File: config.mk
export PLATFORM = sky130hd
export DESIGN_NAME = bypass_mux_cfg_ctrl
export DESIGN_NICKNAME = d
export VERILOG_FILES = /design/src/rtl/bypass_cfg_pkg.sv /design/src/rtl/cfg_shift_reg.sv /design/src/rtl/bypass_mux_cfg_ctrl.sv
export SDC_FILE = /design/constraint.sdc
export NUM_CORES = 1
export LEC_CHECK = 0
export CAP_MARGIN = 20
export CORE_AREA = 2 2 39 41
export CTS_BUF_LIST = sky130_fd_sc_hd__clkbuf_8
export DETAILED_ROUTE_END_ITERATION = 8
export DIE_AREA = 0 0 41 43
export PLACE_DENSITY_LB_ADDON = 0.2
export REMOVE_ABC_BUFFERS = 1
export SETUP_SLACK_MARGIN = 0.15
export SLEW_MARGIN = 20
export SYNTH_ARGS = -nofsm -noshare
export SYNTH_HDL_FRONTEND = slang
export SYNTH_SLANG_ARGS = --single-unit
File: constraint.sdc
create_clock -name clk -period 1.8 [get_ports clk]
set_input_delay 0.54 -clock clk [delete_from_list [all_inputs] [get_ports clk]]
set_output_delay 0.54 -clock clk [all_outputs]
set_load 0.005 [all_outputs]
File: src/rtl/bypass_cfg_pkg.sv
// Shared types and constants for the bypass-mux configuration controller.
// Optional parity checking is enabled by defining BYPASS_CFG_PARITY_EN.
package bypass_cfg_pkg;

  typedef enum logic [1:0] {
    IDLE   = 2'd0,
    SHIFT  = 2'd1,
    COMMIT = 2'd2
  } state_t;

  localparam logic SEL_BYPASS = 1'b0;
  localparam logic SEL_GATE   = 1'b1;

  // Number of serial bits expected per load (payload plus optional parity).
  function automatic int exp_bits(input int n_mux);
`ifdef BYPASS_CFG_PARITY_EN
    return n_mux + 1;
`else
    return n_mux;
`endif
  endfunction

endpackage

File: src/rtl/cfg_shift_reg.sv
// MSB-first shadow shift register with transfer counter; only the first
// WIDTH bits are shifted in, later bits (parity) only advance the count.
module cfg_shift_reg #(
  parameter int WIDTH = 2,
  parameter int TOTAL = 2,
  parameter int CNT_W = 2
) (
  input  logic             clk,
  input  logic             rst,
  input  logic             clr,
  input  logic             en,
  input  logic             din,
  output logic [WIDTH-1:0] data,
  output logic [CNT_W-1:0] count,
  output logic             full
);

  logic [WIDTH-1:0] r_data;
  logic [CNT_W-1:0] r_count;
  logic [WIDTH-1:0] w_next;

  // Next shadow value: shift left inserting din while still in the payload.
  always_comb begin
    w_next = r_data;
    if (r_count < CNT_W'(WIDTH)) begin
      w_next[0] = din;
      for (int i = 1; i < WIDTH; i++) begin
        w_next[i] = r_data[i-1];
      end
    end else begin
      w_next = r_data;
    end
  end

  // Shadow and counter state.
  always_ff @(posedge clk or posedge rst) begin
    if (rst) begin
      r_data  <= '0;
      r_count <= '0;
    end else if (clr) begin
      r_data  <= '0;
      r_count <= '0;
    end else if (en) begin
      r_data  <= w_next;
      r_count <= r_count + CNT_W'(1);
    end else begin
      r_data  <= r_data;
      r_count <= r_count;
    end
  end

  assign data  = r_data;
  assign count = r_count;
  assign full  = (r_count == CNT_W'(TOTAL));

endmodule

File: src/rtl/bypass_mux_cfg_ctrl.sv
// Serial config loader for a bank of 2:1 bypass muxes with atomic commit.
// Define BYPASS_CFG_PARITY_EN to require a trailing even-parity bit.
module bypass_mux_cfg_ctrl
  import bypass_cfg_pkg::*;
#(
  parameter  int N_MUX  = 2,
  localparam int N_BITS = exp_bits(N_MUX),
  localparam int CNT_W  = $clog2(N_BITS + 1)
) (
  input  logic             clk,
  input  logic             rst,
  input  logic             load_start,
  input  logic             cfg_valid,
  input  logic             cfg_bit,
  output logic             cfg_ready,
  output logic [N_MUX-1:0] sel,
  output logic             busy,
  output logic             done,
  output logic             err
);

  state_t           r_state;
  logic             r_cfg_ready;
  logic [N_MUX-1:0] r_sel;
  logic             r_busy;
  logic             r_done;
  logic             r_err;

  logic [N_MUX-1:0] w_shadow;
  logic [CNT_W-1:0] w_count;
  logic             w_full;
  logic             w_xfer;
  logic             w_clr;
  logic             w_last;
  logic             w_par_ok;

  assign w_xfer = cfg_valid & r_cfg_ready & ~w_full;
  assign w_clr  = (r_state == IDLE) & load_start;
  assign w_last = w_xfer & (w_count == CNT_W'(N_BITS - 1));

  cfg_shift_reg #(
    .WIDTH(N_MUX),
    .TOTAL(N_BITS),
    .CNT_W(CNT_W)
  ) u_shift (
    .clk  (clk),
    .rst  (rst),
    .clr  (w_clr),
    .en   (w_xfer),
    .din  (cfg_bit),
    .data (w_shadow),
    .count(w_count),
    .full (w_full)
  );

`ifdef BYPASS_CFG_PARITY_EN
  logic r_par;

  // Capture the trailing parity bit; it never enters the shadow.
  always_ff @(posedge clk or posedge rst) begin
    if (rst) begin
      r_par <= 1'b0;
    end else if (w_xfer && (w_count == CNT_W'(N_MUX))) begin
      r_par <= cfg_bit;
    end else begin
      r_par <= r_par;
    end
  end

  assign w_par_ok = ((^w_shadow) == r_par);
`else
  assign w_par_ok = 1'b1;
`endif

  // Load FSM with registered handshake, status and commit register.
  always_ff @(posedge clk or posedge rst) begin
    if (rst) begin
      r_state     <= IDLE;
      r_cfg_ready <= 1'b0;
      r_sel       <= {N_MUX{SEL_BYPASS}};
      r_busy      <= 1'b0;
      r_done      <= 1'b0;
      r_err       <= 1'b0;
    end else begin
      r_done <= 1'b0;
      r_err  <= 1'b0;
      case (r_state)
        IDLE: begin
          if (load_start) begin
            r_state     <= SHIFT;
            r_cfg_ready <= 1'b1;
            r_busy      <= 1'b1;
          end else begin
            r_state     <= IDLE;
            r_cfg_ready <= 1'b0;
            r_busy      <= 1'b0;
          end
        end
        SHIFT: begin
          if (w_last) begin
            r_state     <= COMMIT;
            r_cfg_ready <= 1'b0;
          end else begin
            r_state     <= SHIFT;
          end
        end
        COMMIT: begin
          r_state <= IDLE;
          r_busy  <= 1'b0;
          // A parity mismatch rejects the load without touching sel.
          if (w_par_ok) begin
            r_sel  <= w_shadow;
            r_done <= 1'b1;
          end else begin
            r_err  <= 1'b1;
          end
        end
        default: begin
          r_state     <= IDLE;
          r_cfg_ready <= 1'b0;
          r_busy      <= 1'b0;
        end
      endcase
    end
  end

  assign cfg_ready = r_cfg_ready;
  assign sel       = r_sel;
  assign busy      = r_busy;
  assign done      = r_done;
  assign err       = r_err;

endmodule

==> reports/summary.txt, run 1 <==
Max_cap viols - 0
Clock insertion delay at the later pin of the skew report - 0.23 ns
Drt wl/cell - 10.03 um
Final Instance Area - 684.4 um2
Unrepaired setup endpoints after global routing - no
Leak - 0.3639 nW
Nets@finish - 71
IO Pins - 11
H-tree depth - 1
Netlist cell types - 22
Via count - 354
Fillcell total - 138
Crit path largest cell delay - 0.49 ns
Mean cell area of the mapped netlist - 10.51 um2
Storage element area - 276.5 um2
CP Capture Type - output port
Worst R2R Start - u_shift.count[1]
Post-synth top cells - dfrtp_1, nand2_1, inv_1
GR Overflow Total - 0
Largest net degree at the start of global routing - 12
Placer Congestion - 0.6843
Critical path origin - cfg_ready
CP Class - reg2out
Leading area contributor after synthesis - dfrtp_1
Top cells by area, synth - dfrtp_1, nand2_1, ha_1, nand3b_4, inv_1
CTS Buf Count - 3
Cell Area, Placed - 628.1 um2
CTS max path bufs - 2
Number of global-route vias before repair - 318
Async SR Flop Fraction - 100.0%
CP Data Required Time - 1.26 ns
Max-slew violations - 0
Die footprint - 0.001763 mm2
Initial Util - 37.97%
Vias per cell - 4.481
Die height - 43 um
Top-area cell type share of the netlist area - 52.38%
Yosys Warn Count - 0
Period utilisation layout - 89.32%
IO buf count - 9
Initial antenna violation count - 0
DRT Pass-1 Iters - 2
Row cnt - 14
Ys flop type - dfrtp_1
Final TNS setup - 0 ns
First-pass GRT wire length - 1400 um
Layout cells sized above 1 - 14.29%
Post-synth EDFFs - 0
GRT Util Overall - 11.80%
Max FO, Critical Path - 2
Min-delay worst type - reg2reg
Critical-path cell list - clkdlybuf4s50_1
Sequential fraction of the synthesis area - 52.38%
FMAX - 0.6220 GHz
Die X - 41 um
CTS tree - built
CP startpoint kind - flip-flop
Power density cells - 1419 mW/mm2
Hold path start - sel[0]
Status - completed
Drt total wl - 792 um
Crit path DAT - 1.07 ns
Flops & latches, synth - 11
CP delay by family, top - buffers and inverters
Bufs and invs on worst path - 1
Post-route DRC - 0
Cell area after synthesis - 525.5 um2
Max stage delay cell, worst path - clkdlybuf4s50_1
Most common cell in the netlist - dfrtp_1
# clock sinks - 11
# diodes - 0
Post-Syn Instances - 50
ANT nets after route - 0
CTS clock-pin slew for the worst setup and hold paths - 0.05 ns
Root Driver - clkbuf_8
First DRT Iteration DRCs - 5
Area of the multi-input gates - 224.0 um2
Final Hold Viols - 0
Syn-to-layout area delta - 30.24%
Max Clock Skew - 0.001803 ns
Core area - 0.001384 mm2
Setup-failing EPs final - 0
Final worst path period need - 1.608 ns
Maximum VDD drop - 0.6778 mV
## layout make-up
cell class | instances | area share [%]
sequential | 11 | 40.40
multi-input combinational | 33 | 32.72
timing repair buffer | 10 | 14.63
clock buffer | 3 | 6.033
tap | 16 | 2.925
inverter | 5 | 2.742
clock inverter | 1 | 0.5484
## power by group
group / total, mW / internal, mW / leakage (nW) / switching [mW]
logic: 0.328 / 0.193 / 0.197 / 0.135
clock network: 0.236 / 0.149 / 0.0269 / 0.0868
registers: 0.408 / 0.339 / 0.140 / 0.0685
total: 0.971 / 0.681 / 0.364 / 0.290
## state kept, by name (all words and copies together), names as in the netlist
signal / count
u_shift.count: 2
busy: 1
done: 1
sel: 2
u_shift.data: 2
r_state: 2
cfg_ready: 1
## cells in the final DEF (no fill, tap or decap)
master           Yosys  final
ha_1                 2      2
nand3b_4             1      1
xnor2_1              1      1
buf_4                1      1
clkbuf_8             0      3
a211oi_1             1      1
or2_0                1      1
nor3_1               1      1
and4bb_2             1      1
nand2_1              9      9
mux2i_1              1      1
nor3b_2              1      1
a21oi_1              3      3
nand2b_4             1      1
nor2_1               3      3
o21ai_1              1      1
nand2b_1             1      1
dlymetal6s2s_1       0      1
inv_1                5      6
o21ai_0              2      2
clkdlybuf4s50_1      0      8
dfrtp_2              0      1
conb_1               1      1
and4b_1              1      1
a21o_1               1      1
dfrtp_1             11     10
## stage by stage
step	hold slack, ns	utilization, %	power (mW)	instances	setup slack, ns
after global placement	0.4570	45.39	0.7334	74	0.1503
final	0.4660	49.46	0.9714	79	0.1922
after CTS	0.4735	49.28	0.9871	79	0.1824
after detailed placement	0.4612	45.39	0.7350	74	0.1310
after global routing	0.4871	49.46	1.051	79	0.1522
after floorplan	0.3924	-	0.6151	49	0.6100
## per-layer routing
layer | vias up | track usage, % | share of wire [%]
met5 | - | 0 | 0
li1 | 189 | - | -
met2 | 9 | 15.94 | 42
met4 | 0 | 6.000 | 1.5
met3 | 2 | 3.141 | 5.2
met1 | 154 | 16.78 | 51
## final timing paths
check	end	slack, ns	cells past startpoint
max	cfg_ready	0.19	1
max reg2reg	cfg_ready	0.55	4
min	sel[0]	0.47	2
min reg2reg	sel[0]	0.47	2
min in group asynchronous	busy	0.61	2
max in group asynchronous	cfg_ready	0.88	2
## logic make-up after synthesis
| kind of cell | after synthesis | share of synthesized area [%] |
|---|---|---|
| buffers and inverters | 6 | 5.001 |
| AND/OR/NAND/NOR | 20 | 25.00 |
| other | 1 | 0.7136 |
| flip-flops | 11 | 52.38 |
| multiplexers | 1 | 1.905 |
| adder cells (fa/ha/maj) | 2 | 4.761 |
| XOR/XNOR | 1 | 1.667 |
| AO/OA/AOI/OAI | 8 | 8.571 |
## what timing repair did
| item | 4_1_cts | 5_1_grt |
|---|---|---|
| endpoints found under the setup margin | 1 | 1 |
| endpoints found under the hold margin | 0 | 0 |
| hold buffers | 0 | 0 |
| cloned | 0 | 0 |
| resized for setup | 1 | 1 |
| buffers inserted | 1 | 0 |
No activity file was read; power rests on OpenSTA's default activity.
==> run 2, diff against run 1 <==
PLACE_DENSITY = 0.75   (was unset)
PLACE_DENSITY_LB_ADDON = unset   (was 0.2)
==> run 2 against run 1 <==
Against the previous run: combinational power hardly changed; core utilization is 0.27 points higher; non-clock buffer count stayed put; maximum frequency is 0.64% higher; sequential share of layout area is 0.40 points lower; clock-buffer cell count stayed put; power is 0.14% higher; hold slack better by 0.0023 ns; clock skew is 0.0028 ns higher; cell area is 0.55% higher; clock power hardly changed; final cell count stayed put; largest cell class unchanged; largest power group unchanged.
==> reports/summary.txt, run 2 (same netlist as run 1, synthesis figures left out) <==
Uppermost layer routed - met4
Setup-failing EPs final - 0 (unchanged)
H-tree depth - 1 (unchanged)
DRT Pass-1 Iters - 4 (+2)
Final HPWL DP - 668.1 um
Cell total after placement - 74 (unchanged)
Initial Util - 37.97% (unchanged)
Fin worst setup slack - 0.2024 ns (+0.01024 ns)
Syn-to-layout area delta - 30.95%
CTS tree - built
Status - completed
Die X - 41 um (unchanged)
Largest net degree at the start of global routing - 12 (unchanged)
Min-delay worst type - reg2reg
Critical-path cell list - clkdlybuf4s50_1
Row cnt - 14 (unchanged)
Core area - 0.001384 mm2 (unchanged)
Max FO, Critical Path - 2 (unchanged)
Layout Cells excl Fill - 79 (unchanged)
ANT nets after route - 0 (unchanged)
CP delay by family, top - buffers and inverters
CTS Buf Count - 3 (unchanged)
Nets@finish - 71 (unchanged)
IO Pins - 11 (unchanged)
Die height - 43 um (unchanged)
CP Capture Type - output port
Worst R2R Start - u_shift.count[1]
CTS clock-pin slew for the worst setup and hold paths - 0.05 ns (about the same)
Final Instance Area - 688.2 um2 (+0.55%)
Max stage delay cell, worst path - clkdlybuf4s50_1
GR Overflow Total - 0 (unchanged)
Leak - 0.3973 nW (+9.2%)
FMAX - 0.6260 GHz (+0.64%)
Cell Area, Placed - 628.1 um2 (unchanged)
Root Driver - clkbuf_8
First DRT Iteration DRCs - 10 (+5)
Post-route DRC - 0 (unchanged)
Drt total wl - 886 um (+12%)
Die footprint - 0.001763 mm2 (unchanged)
Drt wl/cell - 11.22 um (+12%)
Number of global-route vias before repair - 370 (+16%)
Maximum VDD drop - 0.5735 mV (-15%)
Final TNS setup - 0 ns (unchanged)
DRT met1 WL - 350 um (-13%)
CTS max path bufs - 2 (unchanged)
Max_cap viols - 0 (unchanged)
CP Data Required Time - 1.26 ns (about the same)
Post-place setup slack - 0.1133 ns (-0.01776 ns)
Critical path origin - sel[0]
Max Clock Skew - 0.004561 ns (+0.002758 ns)
Unrepaired setup endpoints after global routing - no
Initial antenna violation count - 0 (unchanged)
Cts hold-fix bufs - 0 (unchanged)
Bufs and invs on worst path - 1 (unchanged)
Max-slew violations - 0 (unchanged)
Hold path start - sel[1]
Via count - 388 (+9.6%)
Layout cells sized above 1 - 12.70% (-1.6 points)
# diodes - 0 (unchanged)
First-pass GRT wire length - 1483 um (+5.9%)
CP startpoint kind - flip-flop
Final worst path period need - 1.598 ns (-0.01024 ns)
Final Hold Viols - 0 (unchanged)
Placer Congestion - 0.7225 (+5.6%)
Metal2 WL - 459 um (+37%)
Crit path DAT - 1.06 ns (about the same)
Most frequent cells in the layout - dfrtp_1, nand2_1, inv_1, clkdlybuf4s50_1
Period utilisation layout - 88.75% (-0.57 points)
Clock insertion delay at the later pin of the skew report - 0.23 ns (about the same)
Most common cell after layout, fill and taps aside - dfrtp_1
Met3 wire len - 62 um (+51%)
Power density cells - 1414 mW/mm2 (-0.40%)
IO buf count - 9 (unchanged)
GRT Util Overall - 13.10% (+1.3 points)
# clock sinks - 11 (unchanged)
Vias per cell - 4.911 (+9.6%)
CP Class - reg2out
Crit path largest cell delay - 0.49 ns (about the same)
## run 2: changes by cell type in the layout (fill, tap and decap cells not counted), sizes merged
cell           delta
dlymetal6s2s      +2
clkdlybuf4s50     -2
## run 2: through the flow
stage                     utilization [%]  total power [mW]  hold slack, ns
after floorplan                         -            0.6151          0.3924
after global placement              45.39            0.7299          0.4459
after detailed placement            45.39            0.7397          0.4594
after CTS                           49.19            0.9984          0.4701
after global routing                49.73             1.059          0.4948
final                               49.73            0.9728          0.4683
## run 2: path summary, 6_finish.rpt
kind,depth (start not counted),to,slack (ns)
max,1,sel[0],0.20
min,2,sel[1],0.47
max reg2reg,4,cfg_ready,0.52
min reg2reg,2,sel[1],0.47
max in group asynchronous,2,u_shift.data[0],0.90
min in group asynchronous,2,r_state[0],0.60
## run 2: power breakdown
part | switching (mW) | internal, mW | total (mW)
Clock | 0.0866 | 0.149 | 0.236
Combinational | 0.140 | 0.190 | 0.330
Sequential | 0.0695 | 0.338 | 0.407
Total | 0.296 | 0.677 | 0.973
## run 2: repair_timing
action	4_1_cts	5_1_grt
setup endpoints to repair	1	3
buffers inserted	1	0
gates resized for setup	0	3
## run 2: layout make-up
class | count | area, um2
clock buffer | 3 | 41.29
multi-input combinational | 33 | 224.0
inverter | 5 | 18.77
tap | 16 | 20.02
fill | 130 | 695.7
clock inverter | 1 | 3.754
timing repair buffer | 10 | 105.1
sequential | 11 | 275.3
## run 2: per-layer routing
layer  vias to the layer above  global-route usage (%)
met3                         2                   4.712
met2                         9                   21.25
met4                         0                   10.00
met5                         -                       0
met1                       190                   12.33
li1                        187                       -
